==> src/rtl/spi_pkg.sv <==
// Shared constants for the SPI slave: FSM state encoding, idle fill byte and
// the SPI mode (CPOL/CPHA) the shift logic is built around.
package spi_pkg;

   typedef logic [0:0] state_t;

   localparam state_t ST_IDLE  = 1'b0;
   localparam state_t ST_SHIFT = 1'b1;

   localparam logic [7:0] IDLE_BYTE_DEFAULT = 8'hFF;

   localparam logic SPI_CPOL = 1'b0;
   localparam logic SPI_CPHA = 1'b0;

   function automatic logic [7:0] reload_byte(input logic       full,
                                              input logic [7:0] hold,
                                              input logic [7:0] idle_byte);
      return full ? hold : idle_byte;
   endfunction

endpackage

==> src/rtl/sync_edge.sv <==
// Multi-flop synchronizer with one-cycle rise/fall pulses on the synchronized
// level. Reset loads the line's idle level so no edge is seen on release.
module sync_edge #(
   parameter int   STAGES    = 2,
   parameter logic RESET_VAL = 1'b0
) (
   input  logic clk,
   input  logic rst_n,
   input  logic d_i,
   output logic level_o,
   output logic rise_o,
   output logic fall_o
);

   logic [STAGES-1:0] sync_q;
   logic              prev_q;

   // NOTE: sequential state uses non-blocking assignments so every flop
   // samples pre-edge values regardless of statement order.
   always_ff @(posedge clk or negedge rst_n) begin
      if (!rst_n) begin
         sync_q <= {STAGES{RESET_VAL}};
         prev_q <= RESET_VAL;
      end else begin
         sync_q <= (sync_q << 1) | STAGES'(d_i);
         prev_q <= sync_q[STAGES-1];
      end
   end

   assign level_o = sync_q[STAGES-1];
   assign rise_o  =  level_o & ~prev_q;
   assign fall_o  = ~level_o &  prev_q;

endmodule

==> src/rtl/spi_slave.sv <==
// SPI mode-0 slave with tx holding register and rx valid/ready output.
// Define SPI_SLAVE_ERR_EN to add sticky overrun/underrun flags and err_clr.
module spi_slave
   import spi_pkg::*;
#(
   parameter int         SYNC_STAGES = 2,
   parameter logic [7:0] IDLE_BYTE   = IDLE_BYTE_DEFAULT
) (
   input  logic       clk,
   input  logic       rst_n,
   input  logic       sck,
   input  logic       cs_n,
   input  logic       mosi,
   output logic       miso,
   output logic       miso_oe,
   input  logic [7:0] tx_data,
   input  logic       tx_valid,
   output logic       tx_ready,
   output logic [7:0] rx_data,
   output logic       rx_valid,
   input  logic       rx_ready,
   output logic       busy
`ifdef SPI_SLAVE_ERR_EN
   ,
   input  logic       err_clr,
   output logic       overrun,
   output logic       underrun
`endif
);

   localparam int FILL_W = $clog2(SYNC_STAGES + 1);

   logic sck_level, sck_rise, sck_fall;
   logic cs_level, cs_rise, cs_fall;
   logic sample_edge, shift_edge;
   logic mosi_s;

   logic [SYNC_STAGES-1:0] mosi_sync_q;
   logic [FILL_W-1:0]      fill_q;
   logic                   fill_done, armed_q;

   state_t     state_q, state_d;
   logic [2:0] cnt_q, cnt_d;
   logic [6:0] rx_shift_q, rx_shift_d;
   logic [7:0] rx_byte;
   logic [7:0] tx_shift_q, tx_shift_d;
   logic [7:0] hold_q, hold_d;
   logic       hold_full_q, hold_full_d;
   logic [7:0] rx_data_q, rx_data_d;
   logic       rx_valid_q, rx_valid_d;
   logic       load, byte_done;

   sync_edge #(.STAGES(SYNC_STAGES), .RESET_VAL(SPI_CPOL)) u_sck_sync (
      .clk    (clk),
      .rst_n  (rst_n),
      .d_i    (sck),
      .level_o(sck_level),
      .rise_o (sck_rise),
      .fall_o (sck_fall)
   );

   sync_edge #(.STAGES(SYNC_STAGES), .RESET_VAL(1'b1)) u_cs_sync (
      .clk    (clk),
      .rst_n  (rst_n),
      .d_i    (cs_n),
      .level_o(cs_level),
      .rise_o (cs_rise),
      .fall_o (cs_fall)
   );

   assign sample_edge = (SPI_CPHA == 1'b0) ? sck_rise : sck_fall;
   assign shift_edge  = (SPI_CPHA == 1'b0) ? sck_fall : sck_rise;
   assign mosi_s      = mosi_sync_q[SYNC_STAGES-1];
   assign fill_done   = (fill_q == FILL_W'(SYNC_STAGES));

   // A cs_n held low across reset release looks like a fall once the
   // synchronizer flushes; only arm after a genuinely deselected bus is seen.
   always_ff @(posedge clk or negedge rst_n) begin
      if (!rst_n) begin
         mosi_sync_q <= '0;
         fill_q      <= '0;
         armed_q     <= 1'b0;
      end else begin
         mosi_sync_q <= (mosi_sync_q << 1) | SYNC_STAGES'(mosi);
         if (!fill_done) fill_q <= fill_q + FILL_W'(1);
         armed_q <= armed_q | (fill_done & cs_level & (sck_level == SPI_CPOL));
      end
   end

   assign rx_byte = {rx_shift_q, mosi_s};

   // NOTE: every always_comb output gets a default first, so no path can
   // leave a signal unassigned and infer a latch.
   always_comb begin
      state_d     = state_q;
      cnt_d       = cnt_q;
      rx_shift_d  = rx_shift_q;
      tx_shift_d  = tx_shift_q;
      hold_d      = hold_q;
      hold_full_d = hold_full_q;
      rx_data_d   = rx_data_q;
      rx_valid_d  = rx_valid_q;
      load        = 1'b0;
      byte_done   = 1'b0;

      case (state_q)
         ST_IDLE: begin
            if (cs_fall && armed_q) begin
               state_d    = ST_SHIFT;
               load       = 1'b1;
               cnt_d      = 3'd0;
               rx_shift_d = '0;
            end
         end
         ST_SHIFT: begin
            if (cs_rise) begin
               state_d    = ST_IDLE;
               cnt_d      = 3'd0;
               rx_shift_d = '0;
               tx_shift_d = IDLE_BYTE;
            end else if (sample_edge) begin
               rx_shift_d = rx_byte[6:0];
               cnt_d      = cnt_q + 3'd1;
               byte_done  = (cnt_q == 3'd7);
            end else if (shift_edge) begin
               if (cnt_q == 3'd0) load = 1'b1;
               else               tx_shift_d = {tx_shift_q[6:0], 1'b0};
            end
         end
         default: state_d = ST_IDLE;
      endcase

      // A reload owns the holding register that cycle; a coincident write is not taken.
      if (load) begin
         tx_shift_d  = reload_byte(hold_full_q, hold_q, IDLE_BYTE);
         hold_full_d = 1'b0;
      end else if (tx_valid && !hold_full_q) begin
         hold_d      = tx_data;
         hold_full_d = 1'b1;
      end

      if (byte_done && (!rx_valid_q || rx_ready)) begin
         rx_data_d  = rx_byte;
         rx_valid_d = 1'b1;
      end else if (rx_valid_q && rx_ready) begin
         rx_valid_d = 1'b0;
      end
   end

   always_ff @(posedge clk or negedge rst_n) begin
      if (!rst_n) begin
         state_q     <= ST_IDLE;
         cnt_q       <= 3'd0;
         rx_shift_q  <= '0;
         tx_shift_q  <= IDLE_BYTE;
         hold_q      <= 8'h00;
         hold_full_q <= 1'b0;
         rx_data_q   <= 8'h00;
         rx_valid_q  <= 1'b0;
      end else begin
         state_q     <= state_d;
         cnt_q       <= cnt_d;
         rx_shift_q  <= rx_shift_d;
         tx_shift_q  <= tx_shift_d;
         hold_q      <= hold_d;
         hold_full_q <= hold_full_d;
         rx_data_q   <= rx_data_d;
         rx_valid_q  <= rx_valid_d;
      end
   end

   assign busy     = (state_q == ST_SHIFT);
   assign miso_oe  = busy;
   assign miso     = miso_oe ? tx_shift_q[7] : 1'b1;
   assign tx_ready = ~hold_full_q;
   assign rx_data  = rx_data_q;
   assign rx_valid = rx_valid_q;

`ifdef SPI_SLAVE_ERR_EN
   logic overrun_q, underrun_q;
   logic overrun_set, underrun_set;

   assign overrun_set  = byte_done & rx_valid_q & ~rx_ready;
   assign underrun_set = load & ~hold_full_q;

   always_ff @(posedge clk or negedge rst_n) begin
      if (!rst_n) begin
         overrun_q  <= 1'b0;
         underrun_q <= 1'b0;
      end else begin
         overrun_q  <= overrun_set  | (overrun_q  & ~err_clr);
         underrun_q <= underrun_set | (underrun_q & ~err_clr);
      end
   end

   assign overrun  = overrun_q;
   assign underrun = underrun_q;
`endif

endmodule

==> config.mk <==
export PLATFORM = sky130hd
export DESIGN_NAME = spi_slave
export DESIGN_NICKNAME = d
export VERILOG_FILES = /design/src/rtl/spi_pkg.sv /design/src/rtl/sync_edge.sv /design/src/rtl/spi_slave.sv
export SDC_FILE = /design/constraint.sdc
export NUM_CORES = 1
export LEC_CHECK = 0
export BUFFER_PORTS_ARGS = -buffer_cell sky130_fd_sc_hd__buf_2
export CAP_MARGIN = 20
export CORE_UTILIZATION = 56
export CTS_BUF_LIST = sky130_fd_sc_hd__clkbuf_8 sky130_fd_sc_hd__clkbuf_16
export CTS_CLUSTER_SIZE = 16
export DETAILED_ROUTE_END_ITERATION = 8
export HOLD_SLACK_MARGIN = 0.08
export PLACE_DENSITY = 0.83
export SYNTH_ARGS = -nofsm -noshare
export SYNTH_HDL_FRONTEND = slang
export SYNTH_SLANG_ARGS = --single-unit
export TNS_END_PERCENT = 100
==> constraint.sdc <==
create_clock -name clk -period 2.3 [get_ports clk]
set_clock_uncertainty 0.1 [all_clocks]
set_input_delay 0.345 -clock clk [delete_from_list [all_inputs] [get_ports clk]]
set_output_delay 0.345 -clock clk [all_outputs]
set_load 0.005 [all_outputs]
==> run_results.csv <==
group,metric,value,unit
pwr,power_frac_comb,14.4,%
global_route,antenna_found_initial,0,
setup_path,cp_data_required_time,2.43,ns
placed_design,port_buffers,27,
synthesis,synth_top_area_share,45.9,%
floorplanning,design.core.area,3390,um2
global_route,grt_max_degree,28,
cts,cts_tree,"done",
synthesis,synth_area,2020,um2
floorplanning,num_rows,21,
cts,cts_buffers,5,
setup_path,worstSetupPathType,"reg -> reg",
floorplanning,initial_core_util,59.5,%
setup_path,endpoint_kind,"flip-flop",
global_route,grt_overflow_total,0,
pwr,ir_drop,0.503,mV
timing,rsz0062_at_grt,"false",
pwr,power_frac_seq,58.9,%
cts,h-tree-depth,2,
cells_and_area,finalNonFillerCells,224,
placed_design,place_congestion,0.760,
cts,post_cts_buffers,0,
placed_design,dp_hpwl,2.49,mm
synthesis,async_flop_share,100,%
detailed_routing,drt_first_pass_iters,4,
timing,slew_violations,0,
floorplanning,design.die.area,3840,um2
global_route,grt_pass1_wl,5.63,mm
setup_path,regToRegStartpoint,"busy$_DFF_PN0_",
timing,setup_viol,0,
cts,root_buffer,"clkbuf_8",
cts,path_clk_slew,0.08,ns
cells_and_area,finalNetCount,196,
min_path,hp-class,"in -> reg",
floorplanning,chipHeight,62.0,um
synthesis,synth.distinct_cells,31,
cells_and_area,drive_above_1_share,53.4,%
detailed_routing,drt_iter0_markers,80,
pwr,leakage,0.00109,uW
cells_and_area,diodes,0,
timing,worstMarginPinSlew,0.639,ns
detailed_routing,wire_per_inst,15.4,um
timing,maxSlewHeadroom,56.9,%
cells_and_area,area_growth,14.6,%
timing,tns,0,ns
timing,setup_ws,0.260,ns
synthesis,ys_top_cells_by_area,"dfrtp_1, dfstp_2, mux2_4",
cts,clkLatencyLatePin,0.29,ns
floorplanning,boundaryPins,28,
global_route,gr-usage-all-layers,20.9,%
cells_and_area,seqCellArea,1210,um2
pwr,cellPowerDensity,807,nW/um2
pwr,pwr-share-clk,26.8,%
floorplanning,die-width,62.0,um
detailed_routing,ant_nets,0,
synthesis,ys_seq_area_share,60.3,%
placed_design,dp.cells,212,
synthesis,syn_nets,161,
synthesis,ys.flop_type,"dfrtp_1",
timing,period_needed,2.04,ns
timing,hold_viol,0,
setup_path,startpoint_type,"flip-flop",
synthesis,yosysTopAreaCell,"dfrtp_1",
detailed_routing,avgViaCountPerCell,5.63,
synthesis,yosysMostFrequentCell,"dfrtp_1",
cells_and_area,multi_input_area,733,um2
pwr,switching_share,24.8,%
setup_path,crit_fanout,15,
cts,cts_sinks,48,
synthesis,ys_seq_elements,48,
pwr,power.switching,463,uW
synthesis,synthTopCellsByCount,"dfrtp_1, dfstp_2, mux2_2",
synthesis,syn-instance-count,142,
setup_path,crit_start,"busy$_DFF_PN0_",
setup_path,cp_data_arrival_time,2.17,ns
synthesis,synth_warnings,0,
min_path,holdCritStartpoint,"tx_data[1]",
detailed_routing,vias,1260,
global_route,grt_pass1_vias,1250,
cts,cts.path.max_buffers,2,
outcome,status,"complete, no violations",
detailed_routing,drc,0,
cts,postCtsHoldBufs,4,
placed_design,dp_slack,0.261,ns
cts,post_cts_resized,0,
synthesis,postSynthAreaPerCell,14.2,um2
run,cap_violations,0,
pwr,p_int,1400,uW
detailed_routing,routed_wl,3.45,mm
cells_and_area,fillers,234,
timing,clock.fmax,490,MHz
synthesis,synth-edff-count,0,
timing,period_share,88.7,%
final timing paths:
path	to	slack, ns	cells past startpoint
worst min register to register	mosi_sync_q[1]$_DFF_PN0_	0.25	0
max in group asynchronous	u_cs_sync.sync_q[1]$_DFF_PN1_	0.92	3
min in group asynchronous	hold_q[7]$_DFFE_PN0P_	0.43	2
worst max-delay path	tx_shift_q[2]$_DFFE_PN1P_	0.26	4
worst max register to register	tx_shift_q[2]$_DFFE_PN1P_	0.26	4
worst min-delay path	hold_q[1]$_DFFE_PN0P_	0.18	2
power by group through the flow:
stage	Sequential, uW	Combinational [uW]	Clock [uW]
2_1_floorplan	1070	202	0
3_3_place_gp	1100	250	0
3_5_place_dp	1110	266	0
4_1_cts	1100	272	513
5_1_grt	1110	294	552
6_report	1100	268	499
flip-flops by register name (all words and copies together) (netlist names):
register,count
hold_q,8
rx_data,8
tx_shift_q,8
rx_shift_q,7
cnt_q,3
fill_q,2
mosi_sync_q,2
u_cs_sync.sync_q,2
u_sck_sync.sync_q,2
armed_q,1
busy,1
hold_full_q,1
rx_valid,1
u_cs_sync.prev_q,1
u_sck_sync.prev_q,1
layout make-up:
cell class                 instances  share of cell area [%]
clock buffer                       6                    3.57
clock inverter                     2                   0.433
inverter                           6                   0.975
multi-input combinational         83                    31.7
sequential                        48                    52.6
tap                               46                    2.49
timing repair buffer              33                    8.23
routing by layer:
metal | track usage (%) | share of wire (%)
met2 | 32.7 | 52
met3 | 5.18 | 4.4
met4 | 9.84 | 0.61
met5 | 0 | 0
met1 | 27.6 | 43
critical path, cell delays in order (launching register included):
cell      delay (ns)
dfrtp_1         0.62
nand3b_1        0.25
o31ai_2         0.35
nand3_1         0.29
o221a_2         0.36
cell usage in the layout, fill, tap and decap left out, types with 3 or more instances in the layout:
cell	instances
ha_1	4
inv_1	6
dfrtp_1	37
o21ai_0	4
buf_2	27
a21bo_2	4
dfstp_2	11
a22o_2	5
o221a_2	7
mux2_2	10
nor2_1	3
mux2_4	8
clkbuf_8	6
dlygate4sd3_1	4
nand2_1	6
nand4_1	5
or2_2	7
nand2b_1	4
cells by family (layout without fill, tap and decap cells):
family / after synthesis / in the layout / share of synthesized area [%]
xor gates and xnor gates: 1 / 1 / 0.435
muxes: 18 / 18 / 11.5
adders and majority gates: 4 / 4 / 2.48
DFF: 48 / 48 / 60.3
buffers and inverters: 11 / 47 / 3.35
AOI/OAI and AO/OA: 29 / 29 / 12.9
and+or+nand+nor: 31 / 31 / 9.00
metrics by stage:
step	hold WS (ns)	cell area, um2	utilization, %	total power, uW
detailed placement	0.227	2180	64.3	1380
floorplan	-0.0506	2020	-	1280
CTS	0.170	2310	68.2	1880
finish	0.176	2310	68.2	1860
global placement	0.221	2180	64.3	1350
global route	0.164	2310	68.2	1960
Power figures use the tool's default switching activity.
